**config.mk**
```make
export PLATFORM = sky130hd
export DESIGN_NAME = cpu_run_ctrl
export DESIGN_NICKNAME = d
export VERILOG_FILES = /design/src/rtl/cpu_run_ctrl.sv
export SDC_FILE = /design/constraint.sdc
export NUM_CORES = 1
export LEC_CHECK = 0
export BUFFER_PORTS_ARGS = -buffer_cell sky130_fd_sc_hd__buf_2
export CAP_MARGIN = 20
export CELL_PAD_IN_SITES_DETAIL_PLACEMENT = 0
export CELL_PAD_IN_SITES_GLOBAL_PLACEMENT = 1
export CORE_ASPECT_RATIO = 0.7
export CORE_MARGIN = 1.5
export CORE_UTILIZATION = 45
export DETAILED_ROUTE_END_ITERATION = 10
export PLACE_DENSITY_LB_ADDON = 0.08
export SETUP_SLACK_MARGIN = 0.15
export SYNTH_ARGS = -nofsm -noshare
export SYNTH_HDL_FRONTEND = slang
export SYNTH_SLANG_ARGS = --single-unit
```
**constraint.sdc**
```tcl
create_clock -name clk -period 8.1 [get_ports clk]
set_input_delay 0.405 -clock clk [delete_from_list [all_inputs] [get_ports clk]]
set_output_delay 0.405 -clock clk [all_outputs]
set_load 0.05 [all_outputs]
```
**src/rtl/cpu_run_ctrl.sv**
```systemverilog
// Run controller and result monitor for the single-cycle MIPS core: it holds the core in
// reset for a counted number of cycles, then detects a halt or a timeout and signs ALU results.
module cpu_run_ctrl #(
  parameter int unsigned                DATA_W       = 16,
  parameter int unsigned                ADDR_W       = 16,
  parameter int unsigned                RESET_CYCLES = 5,
  parameter int unsigned                HALT_STABLE  = 4,
  parameter int unsigned                TIMEOUT      = 1024,
  parameter int unsigned                CNT_W        = 32,
  parameter int unsigned                SIG_W        = 32,
  parameter logic        [SIG_W-1:0]    SIG_SEED     = '0
) (
  input  logic              clk,
  input  logic              reset,
  input  logic              start,
  input  logic              abort,
  input  logic [ADDR_W-1:0] pc_in,
  input  logic [DATA_W-1:0] result_in,
  output logic              cpu_reset,
  output logic              busy,
  output logic              done,
  output logic              timeout,
  output logic [CNT_W-1:0]  cycle_count,
  output logic [ADDR_W-1:0] last_pc,
  output logic [SIG_W-1:0]  signature
);

  localparam int unsigned HOLD_W = $clog2(RESET_CYCLES + 1);
  localparam int unsigned STAB_W = $clog2(HALT_STABLE + 1);

  localparam logic [HOLD_W-1:0] HOLD_LAST  = HOLD_W'(RESET_CYCLES - 1);
  localparam logic [STAB_W-1:0] STABLE_LIM = STAB_W'(HALT_STABLE);
  localparam logic [CNT_W-1:0]  CNT_LIM    = CNT_W'(TIMEOUT);

  typedef enum logic [2:0] {
    ST_IDLE,
    ST_RST_HOLD,
    ST_RUN,
    ST_DONE,
    ST_TIMEOUT
  } state_t;

  state_t              state, next_state;
  logic [HOLD_W-1:0]   hold_cnt;
  logic [STAB_W-1:0]   stable_cnt;
  logic [ADDR_W-1:0]   prev_pc;
  logic                run_first;

  logic [STAB_W-1:0]   stable_next;
  logic [CNT_W-1:0]    cycle_next;
  logic                halt_hit;
  logic                timeout_hit;
  logic                run_begin;

  // Per-edge RUN bookkeeping; the first RUN cycle has no previous PC to compare against.
  always_comb begin
    cycle_next = cycle_count + CNT_W'(1);
    if (run_first || pc_in != prev_pc)
      stable_next = '0;
    else if (stable_cnt == STABLE_LIM)
      stable_next = stable_cnt;
    else
      stable_next = stable_cnt + STAB_W'(1);
    halt_hit    = (stable_next == STABLE_LIM);
    timeout_hit = (cycle_next == CNT_LIM);
  end

  always_ff @(posedge clk or negedge reset) begin
    if (!reset)
      state <= ST_IDLE;
    else
      state <= next_state;
  end

  // NOTE: every signal assigned here gets a default first so no latch is inferred.
  always_comb begin
    next_state = state;
    if (abort) begin
      next_state = ST_IDLE;
    end else begin
      unique case (state)
        ST_IDLE, ST_DONE, ST_TIMEOUT:
          if (start) next_state = ST_RST_HOLD;
        ST_RST_HOLD:
          if (hold_cnt == HOLD_LAST) next_state = ST_RUN;
        ST_RUN:
          if (halt_hit)         next_state = ST_DONE;
          else if (timeout_hit) next_state = ST_TIMEOUT;
        default:
          next_state = ST_IDLE;
      endcase
    end
  end

  always_comb begin
    cpu_reset = (state != ST_RUN);
    busy      = (state == ST_RST_HOLD) || (state == ST_RUN);
    done      = (state == ST_DONE);
    timeout   = (state == ST_TIMEOUT);
  end

  assign run_begin = (state != ST_RST_HOLD) && (next_state == ST_RST_HOLD);

  // NOTE: sequential state uses non-blocking assignments so every register samples pre-edge values.
  always_ff @(posedge clk or negedge reset) begin
    if (!reset) begin
      hold_cnt    <= '0;
      stable_cnt  <= '0;
      prev_pc     <= '0;
      run_first   <= 1'b0;
      cycle_count <= '0;
      last_pc     <= '0;
      signature   <= SIG_SEED;
    end else if (run_begin) begin
      hold_cnt    <= '0;
      stable_cnt  <= '0;
      run_first   <= 1'b1;
      cycle_count <= '0;
      signature   <= SIG_SEED;
    end else if (state == ST_RST_HOLD) begin
      if (hold_cnt != HOLD_LAST) hold_cnt <= hold_cnt + HOLD_W'(1);
    end else if (state == ST_RUN && !abort) begin
      cycle_count <= cycle_next;
      signature   <= {signature[SIG_W-2:0], signature[SIG_W-1]} ^ SIG_W'(result_in);
      prev_pc     <= pc_in;
      stable_cnt  <= stable_next;
      run_first   <= 1'b0;
      if (halt_hit || timeout_hit) last_pc <= pc_in;
    end
  end

endmodule

```
==> qor.csv <==
stage;metric;value;unit
timing;period_minus_slack;4112;ps
detailed_routing;ant_nets;0;
setup_path;critPathMaxFanout;56;
global_route;grt_util_met3;4.956;%
yosys;synth_edf_count;0;
yosys;syn_avg_cell_area;9.250;µm²
place;place_congestion;0.8782;
setup_path;crit_required;8280;ps
cells_and_area;diodes;0;
detailed_routing;remaining_drc_errors;0;
yosys;syn_nets;660;
global_route;grt_util_met2;29.50;%
timing;slew_viol_final;0;
min_path;holdCritPathClass;in2reg;
setup_path;setup.worst_path.start_class;register;
yosys;synth_cells;619;
yosys;synth_flop_cell;dfrtp_1;
timing;maxSlewHeadroom;35.26;%
timing;rsz0062_at_grt;no;
global_route;grt_use_total;21.31;%
yosys;synth.cell_area;5725;µm²
timing;timing.fmax;0.2432;GHz
setup_path;crit_type;reg2reg;
timing;tightest_slew;971.1;ps
cells_and_area;fin_nets;754;
detailed_routing;vias_per_cell;5.321;
yosys;yosysSeqAreaShare;46.33;%
place;port_buffers;119;
place;hpwl;9.455;mm
yosys;synthArstFlopShare;100.0;%
outcome;status;finished clean;
clocking;cts_root_buf;clkbuf_16;
yosys;synth_seq_cells;106;
pwr;finalPower;1.240;mW
floorplan;die_w;137.8;µm
detailed_routing;wirelength;13.59;mm
setup_path;crit_arrival;4300;ps
pwr;leakage;3.258;nW
timing;period_share;50.76;%
run;cap_violations;0;
floorplan;num_rows;34;
pwr;ir_drop;0.1143;mV
clocking;ctsResizeCount;0;
clocking;cts_max_level;3;
clocking;cts_tree;done;
yosys;ys_types;58;
yosys;synth_warnings;0;
timing;final.setup.tns;0;ps
global_route;grt_first_pass_wirelength;22.33;mm
timing;hold_viol_final;0;
floorplan;io_pins;120;
timing;fin_skew;9.168;ps
global_route;grt_overflow;0;
global_route;grt_pass1_vias;4336;
clocking;clk_latency;340;ps
cells_and_area;areaGrowthSynthToFinish;16.98;%
clocking;clk_path_buf_depth;2;
clocking;post-cts-setup-buffer-count;0;
cells_and_area;n_fill_cell;1166;
global_route;antenna_found_initial;0;
pwr;power_density;185.2;nW/µm²
global_route;grt_max_degree;79;
floorplan;initial_core_util;46.09;%
setup_path;end_kind;register;
clocking;path_clk_slew;70;ps
clocking;clock-sinks;106;
floorplan;fp.dieH;97.38;µm
detailed_routing;drt-pass1-iter-count;4;
timing;finalSetupViolations;0;
clocking;numCtsBuffers;9;
detailed_routing;avgRoutedWirePerCell;15.46;µm
cells_and_area;drive_above_1_share;23.29;%
clocking;hold_buffers;1;
global_route;grt_use_met1;33.64;%
global_route;top_usage_layer;met1;
detailed_routing;initialDrtViolationCount;231;
floorplan;dieArea;13420;µm²
floorplan;core;12420;µm²
detailed_routing;vias;4677;
[layout make-up]
class,count,area (µm²),share of cell area [%]
Clock buffer,11,242.7,3.624
Clock inverter,4,28.78,0.4297
Inverter,9,33.78,0.5044
Multi-Input combinational cell,462,2864,42.76
Sequential cell,106,2653,39.60
Tap cell,162,202.7,3.026
Timing Repair Buffer,125,673.1,10.05
[worst paths after layout]
path / slack (ps) / startpoint / cells past startpoint / endpoint
worst max-delay path: 3990 / prev_pc[8] / 9 / signature[9]
worst min-delay path: 280 / abort / 2 / state[0]
worst max register to register: 3990 / prev_pc[8] / 9 / signature[9]
worst min register to register: 480 / run_first / 1 / run_first
max in group asynchronous: 6540 / reset / 4 / cycle_count[6]
min in group asynchronous: 530 / reset / 2 / last_pc[2]
[cell families after synthesis]
kind of cell,after synthesis,share of synthesized area [%]
xor+xnor,74,11.32
buf+inv,51,3.780
mux,18,4.152
fa+ha+maj,5,1.093
simple gates,287,23.86
flops,106,46.33
compound gates,78,9.463
[flip-flops by register name, summed over array words and instances, names as in the netlist]
register,cells
stable_cnt,3
state,3
last_pc,16
signature,32
hold_cnt,3
cycle_count,32
prev_pc,16
run_first,1
[worst max-delay path, stage by stage (launching register included)]
cell and delay [ps]:
dfrtp_1 380, xor2_1 160, nor4_1 430, nand4_1 200, nor3_1 490, nor4b_4 430, o21ai_1 150, a2111oi_4 920
buf_4 620, a211oi_1 100
[synth_stat cells (all sizes together) (2+ instances only)]
master   count  area [µm²]
a21oi       28       140.1
nor3         8       40.04
or4          3       22.52
or3          5       31.28
nand2      113       424.2
mux2i        2       20.02
xor2        41       359.1
o2bb2ai      2       17.52
inv          9       33.78
nor4b        2       38.78
xnor2       33       289.0
mux2        16       217.7
nor2b        3       18.77
clkbuf      21       80.07
nand4       24       150.1
and2         7       43.80
nand2b       3       18.77
nand3       20       100.1
dfrtp      106        2653
or2          2       12.51
and3         4       25.02
nor2        77       289.0
buf         21       102.6
a21o         3       22.52
a2111oi      2       42.54
a211oi      20       150.1
and4         4       37.54
a311oi       2       17.52
nor4        10       98.84
o21ai        8       43.79
ha           5       62.56
[layout by cell type (no fill, tap or decap), types with 8 or more instances in the layout]
master     synthesis  routed
nor3_1             8       8
xnor2_1           33      33
inv_1              9       9
mux2_4            10      10
nor2_1            77      76
buf_2             13     118
nand3_1           20      20
a21oi_1           28      28
clkbuf_16          0       9
nand4_1           24      24
xor2_1            41      41
nand2_1          113     113
dfrtp_1          106     106
a211oi_1          20      20
[through the flow]
stage | utilization (%) | instance area (µm²) | hold slack [ps] | setup WS, ps | instances
floorplan | - | 5725 | 109.4 | 4872 | 619
global placement | 51.31 | 6374 | 355.1 | 4017 | 861
global route | 53.92 | 6698 | 280.6 | 3567 | 879
CTS | 53.58 | 6655 | 270.1 | 4021 | 877
finish | 53.92 | 6698 | 283.5 | 3988 | 879
detailed placement | 51.31 | 6374 | 368.7 | 3846 | 861
[where the power goes]
group | switching [mW] | leakage (nW) | internal (mW)
registers | 0.0400 | 1.45 | 0.581
logic | 0.137 | 1.68 | 0.0773
clock network | 0.189 | 0.128 | 0.215
[layer usage]
metal / routed length [µm] / part of all wire (%)
met5: 0 / 0
met4: 102 / 0.75
met3: 843 / 6.2
met2: 5695 / 42
met1: 6948 / 51
No activity file was read; power rests on OpenSTA's default activity.
